### config.mk
export PLATFORM = sky130hd
export DESIGN_NAME = zero_run_serializer
export DESIGN_NICKNAME = d
export VERILOG_FILES = /design/src/rtl/zero_run_serializer.sv
export SDC_FILE = /design/constraint.sdc
export NUM_CORES = 1
export LEC_CHECK = 0
export BUFFER_PORTS_ARGS = -buffer_cell sky130_fd_sc_hd__buf_4
export CAP_MARGIN = 10
export CORE_ASPECT_RATIO = 0.7
export CORE_MARGIN = 5
export CORE_UTILIZATION = 53
export DETAILED_ROUTE_END_ITERATION = 12
export GPL_TIMING_DRIVEN = 0
export PLACE_DENSITY = 0.79
export SLEW_MARGIN = 20
export SYNTH_ARGS = -nofsm -noshare
export SYNTH_HDL_FRONTEND = slang
export SYNTH_SLANG_ARGS = --single-unit
### constraint.sdc
create_clock -name clk -period 2.13 [get_ports clk]
set_input_delay 0.1065 -clock clk [delete_from_list [all_inputs] [get_ports clk]]
set_output_delay 0.1065 -clock clk [all_outputs]
set_load 0.1 [all_outputs]
### src/rtl/zero_run_serializer.sv
// zero_run_serializer
//
// Takes a trailing-zero count N and does two things with it:
//   - registers the parallel word 1 << N (or all zeros when N equals DATA_WIDTH)
//   - streams the same word LSB-first as N zero bits followed by a single
//     terminating one bit (no terminator when N equals DATA_WIDTH)
// Counts larger than DATA_WIDTH are clamped to DATA_WIDTH.
//
// Ports
//   clk        : single clock, rising edge
//   resetn     : synchronous active-low reset
//   din        : trailing-zero count, $clog2(DATA_WIDTH)+1 bits
//   din_valid  : din holds a count
//   din_ready  : block is idle and will take a count
//   dout       : current serial bit, LSB-first
//   dout_valid : dout holds a bit
//   dout_ready : consumer takes dout this cycle
//   dout_last  : dout is the final bit of the run
//   word       : parallel word for the last accepted count
//
// Every output comes straight from a flop. The next-state logic computes the
// next state, and the output decode works on that next state, so nothing
// combinational sits between an input pin and an output pin.

module zero_run_serializer #(
  parameter int DATA_WIDTH = 32
) (
  input  logic                          clk,
  input  logic                          resetn,
  input  logic [$clog2(DATA_WIDTH):0]   din,
  input  logic                          din_valid,
  output logic                          din_ready,
  output logic                          dout,
  output logic                          dout_valid,
  input  logic                          dout_ready,
  output logic                          dout_last,
  output logic [DATA_WIDTH-1:0]         word
);

  localparam int CW = $clog2(DATA_WIDTH) + 1;
  localparam logic [CW-1:0] MAX_N = CW'(DATA_WIDTH);

  typedef enum logic [1:0] {
    IDLE  = 2'd0,
    ZEROS = 2'd1,
    TERM  = 2'd2
  } state_t;

  state_t                state_q, state_d;
  logic [CW-1:0]         count_q, count_d;
  logic                  no_term_q, no_term_d;
  logic [CW-1:0]         nc;
  logic [DATA_WIDTH-1:0] word_d;
  logic                  accept;
  logic                  out_hs;
  logic                  dout_d, dout_valid_d, dout_last_d, din_ready_d;

  // Clamp oversized counts, and name the two handshakes.
  assign nc     = (din > MAX_N) ? MAX_N : din;
  assign accept = din_valid & din_ready;
  assign out_hs = dout_valid & dout_ready;

  // State register: holds the FSM state, the remaining zero count, whether
  // this run has a terminator, the parallel word and the registered outputs.
  // Reset drops any run in progress and leaves the block idle and ready.
  always_ff @(posedge clk) begin
    if (!resetn) begin
      state_q    <= IDLE;
      count_q    <= '0;
      no_term_q  <= 1'b0;
      word       <= '0;
      dout       <= 1'b0;
      dout_valid <= 1'b0;
      dout_last  <= 1'b0;
      din_ready  <= 1'b1;
    end else begin
      state_q    <= state_d;
      count_q    <= count_d;
      no_term_q  <= no_term_d;
      word       <= word_d;
      dout       <= dout_d;
      dout_valid <= dout_valid_d;
      dout_last  <= dout_last_d;
      din_ready  <= din_ready_d;
    end
  end

  // Next-state logic. In IDLE a count is latched along with its word. A count
  // of zero goes straight to the terminator. Otherwise ZEROS counts down one
  // bit per output handshake. When the last zero is taken, we go to TERM, or
  // straight back to IDLE for a full-width count that has no terminator.
  // With no handshake, nothing changes, which is what holds the stream steady
  // during a stall.
  always_comb begin
    state_d   = state_q;
    count_d   = count_q;
    no_term_d = no_term_q;
    word_d    = word;
    unique case (state_q)
      IDLE: begin
        if (accept) begin
          word_d    = (nc == MAX_N) ? '0 : (DATA_WIDTH'(1) << nc);
          no_term_d = (nc == MAX_N);
          count_d   = nc;
          state_d   = (nc == '0) ? TERM : ZEROS;
        end
      end
      ZEROS: begin
        if (out_hs) begin
          count_d = count_q - CW'(1);
          if (count_q == CW'(1)) begin
            state_d = no_term_q ? IDLE : TERM;
          end
        end
      end
      TERM: begin
        if (out_hs) begin
          state_d = IDLE;
        end
      end
      default: begin
        state_d = IDLE;
      end
    endcase
  end

  // Output decode of the next state. It feeds the output flops, so the
  // outputs track the state one-for-one.
  // dout_last marks the terminator. For a run with no terminator, it marks
  // the final zero instead, which is the ZEROS cycle with one zero remaining.
  always_comb begin
    dout_d       = (state_d == TERM);
    dout_valid_d = (state_d != IDLE);
    din_ready_d  = (state_d == IDLE);
    dout_last_d  = (state_d == TERM) ||
                   ((state_d == ZEROS) && no_term_d && (count_d == CW'(1)));
  end

endmodule

After elaboration in Yosys (flattened, before gate mapping)
Index checks and enable logic that the tools add are counted.
W data, S select, Z words.

storage, ports and cells
  register bits after elaboration = 45
  bits of input ports = 10
  output and inout port bits = 36

cells by class
  add/sub/neg operators = 1
  $lt $le $gt $ge = 1
  equality and inequality tests = 7
  shift operators = 1
  muxes and demuxes = 14
  bitwise operators = 2
  reduce and logical (&&, ||, !) cells = 8

operator list
  kind                    number
  $mux W32                1
  $shl A1 B6 Y32 const A  1
  $mux W6                 3
  $eq A6 B1 Y1 const B    2
  $mux W2                 6
  $pmux W6 S2             1
  $eq A6 B6 Y1 const B    1
  $gt A6 B6 Y1 const B    1
  $logic_not A6 Y1        1
  $pmux W2 S3             1
  $sub A6 B1 Y6 const B   1
  $eq A2 B1 Y1 const B    2
  $eq A2 B2 Y1 const B    2
  $logic_not A2 Y1        2
  $and A1 B1 Y1           2
  $logic_and A1 B1 Y1     2
  $mux W1                 2
  $reduce_and A2 Y1       1
  $reduce_bool A2 Y1      1
  $logic_or A1 B1 Y1      1

Longest topological paths before layout
  depth in word-level cells = 10
  depth in mapped cells = 8

Least setup slack after synthesis
No wires, ideal clock.

  path kind = reg-to-reg
  start = register dout_valid
  end = register dout_last
  library setup time = 101 ps
  data arrival time = 2198 ps
  slack = -169 ps
  stages on the path, launching flop included = 6
  clock period less this slack = 2299 ps
  cells stage by stage = dfxtp_1 > nand4b_2 > nor4_2 > xnor2_1 > nand3_1 > o41ai_1

on the way
  cells in the longest elaborated chain, start to end = 7

RTL lines
  element                            RTL line  source
  from (decl)                        34        output logic dout_valid,
  from (signal assigned)             82        dout_valid <= dout_valid_d;
  $and A1 B1 Y1 *                    61        assign out_hs = dout_valid & dout_ready;
  $mux W2 (on tied branches)         117, 109
  $pmux W2 S3                        99        unique case (state_q)
  $eq A2 B1 Y1                       136       ((state_d == ZEROS) && no_term_d && (count_d == CW'(1)));
  $logic_and A1 B1 Y1 (2 in series)  136
  $logic_or A1 B1 Y1 *               135       dout_last_d = (state_d == TERM) ||
  to (signal assigned)               83        dout_last <= dout_last_d;
  to (decl)                          36        output logic dout_last,

Mark *: on every way between the ends. The rest lies on a longest branch, timed or not.
A chain may end at the register's enable or synchronous reset.

Worst setup path in the final report
  start = register state_q[0]
  end = register dout_last

on the way
  cells in the longest elaborated chain, start to end = 7

RTL lines
  element                            RTL line  source
  from (decl)                        49        state_t state_q, state_d;
  from (signal assigned)             77        state_q <= state_d;
  $mux W2                            111       if (count_q == CW'(1)) begin
  $mux W2                            109       if (out_hs) begin
  $pmux W2 S3                        99
  $eq A2 B1 Y1                       136
  $logic_and A1 B1 Y1 (2 in series)  136
  $logic_or A1 B1 Y1 *               135

Marks and branches as above.

==> metrics <==
result of the run=complete, no violations; n_diodes=0; routed length per instance=16.0 microns; clock skew=8.59 ps; critical path type=flip-flop to flip-flop; largest fanout of any net on the critical path=10; cell family with most CP delay=simple AND/OR/NAND/NOR gates; source-to-sink clock delay at the later pin of the worst-skew pair=approximately 300 ps; Net Count, Synth=221; Finished Layout Cells=312; share of cells above drive strength 1=0.279; PD cells=between 700 and 800 nW/um^2; pin slew with the least headroom to its limit=768 ps; Area Growth Syn to Fin=26.9%; wire length of the first global-routing pass=7.98 mm; Worst Hold Margin=137 ps; number of failing hold endpoints at the final stage=0; Power, Total=1.93 mW; setup repair after global routing missed its margin=no; number of buffers added to fix hold violations after cts=0; count of unique library cells instantiated by Yosys=45; worst-case setup slack after placement=approximately 290 ps; Setup WS post-layout=269 ps; Util after Layout=0.710; count of synthesis-stage warnings from yosys=0; vias after detailed routing=1720; ordered cell list for the critical path=buf_2 -> nand4b_2 -> nor4_2 -> xnor2_1 -> nand3_1 -> o41ai_1; Critical-path top delay cell=nor4_2; Total Die Area=5130 sq um; placed instance count=304; Longest Clk Path Bufs=2; placer congestion estimate=0.941; CTS Buf Count=5; highest clock rate=between 0.5 and 0.6 GHz; Top-Level Pins=46; worst path required time=around 2300 ps; clock tree from TritonCTS=built; VDD IR max=468 uV; primary flip-flop cell chosen by synthesis mapping=dfxtp_1; Setup crit start kind=flip-flop; syn_area_per_cell=9.58 sq um; initial DRC count=161; kind of capture point of the worst setup path=flip-flop; combined area of all synthesized cells=around 2000 sq um; signal arrival time at the worst endpoint=~2000 ps; Via density=roughly 5.5; number of gates resized after CTS=0; GR Overflow Total=0; post-CTS clock slew at the launch and capture registers of the worst setup and hold paths=80 ps; highest cell delay on the worst timing path=360 ps; number of clock sinks=45; post-place instance area=about 2400 sq um; count of buffer and inverter cells on the critical path=1; number of input and output port buffers inserted=45; most frequent standard cell in the layout excluding fill and tap cells=buf_4; period utilization=0.874; final period demand of the worst path=1860 ps; Post-DP HPWL=3.68 mm; async set-reset flop share out of synthesis=0; Yosys reg bits=45; number of antenna violations at the first check in global routing=0; final antenna-violating net count=0; total setup buffers inserted after CTS=0; initial cell density of the core=0.559; number of synthesized flops with an enable pin=0; Core Area=3580 sq um; most used cells in the layout excluding fill and tap cells=buf_4, dfxtp_1, nor2b_1; maximum level of the CTS H-tree=2; sequential element share of the synthesized area=0.450; Clk Tree Root Cell=clkbuf_8; width of the die=roughly 83 microns; via count of the first global-routing pass=approximately 1600; post-synthesis cell count=209; final total negative setup slack=0 ps; Maximum Capacitance Violations=0; Post-route DRC=0; total routing resource utilization after global routing=0.199; Relative slew margins=0.486; pin count of the biggest net entering global routing=16; max-slew violation count=0; count of standard-cell rows=18; class of the worst hold path=input port to flip-flop; number of iterations in the first detailed-routing pass=4; DIE HEIGHT=61.4 microns; cell area after layout=~2500 sq um; total of endpoints with negative setup slack in the final report=0; Pleak=0.973 nW; Post-layout nets=273; fillcell total=296; total wire length after detailed routing=4.99 mm
Yosys cell counts (3+ instances only):
master    number  area (sq um)
a21boi_0       4          30.0
a21oi_1        3          15.0
a22oi_1       30           225
and2_1         3          18.8
buf_2          4          20.0
clkbuf_1       8          30.0
dfxtp_1       45           901
inv_1          6          22.5
nand2_1       11          41.3
nand2b_1       6          37.5
nand3_1        4          20.0
nor2_1        11          41.3
nor2b_1       35           219
nor4_1         3          18.8
state kept, by name (all words and copies together) (netlist names):
register	count
dout_valid	1
dout	1
din_ready	1
state_q	2
dout_last	1
no_term_q	1
count_q	6
word	32
worst paths after layout:
check | start | slack (ps) | cells past startpoint | endpoint
max | state_q[0] | 270 | 6 | dout_last
min | din[5] | 140 | 3 | no_term_q
max reg2reg | state_q[0] | 270 | 6 | dout_last
min reg2reg | word[0] | 480 | 2 | word[0]
tightest hold or removal path: stages:
cell	delay, ps
buf_4	150
nand2_1	60
a21boi_0	70
power by group:
group	internal [mW]	switching [mW]
Clock	0.472	0.295
Combinational	0.0981	0.177
Sequential	0.862	0.0237
cell type report:
type                       instances  area [sq um]  share of cell area
inverter                           7          27.5              0.0108
tap                               50          62.6              0.0246
sequential                        45           902               0.355
timing repair buffer              45           338               0.133
buffer                            14          72.6              0.0286
multi-input combinational        143          1000               0.394
clock buffer                       5          68.8              0.0271
clock inverter                     3          68.8              0.0271
routing by layer:
layer / up-vias / global-route usage / part of all wire
met2: 54 / 0.304 / 0.44
met4: 0 / 0.0528 / 0.0084
li1: 852 / - / -
met1: 808 / 0.287 / 0.49
met3: 6 / 0.0468 / 0.061
met5: - / 0 / 0
cell families (layout without fill, tap and decap cells):
group           after synthesis  count (layout)  synth area share
mux                           1               1           0.00500
compound gates               53              53             0.206
buf+inv                      21              74            0.0500
xor+xnor                      2               2           0.00875
flops                        45              45             0.450
simple gates                 85              85             0.268
fa+ha+maj                     2               2            0.0125
Power figures use the tool's default switching activity.
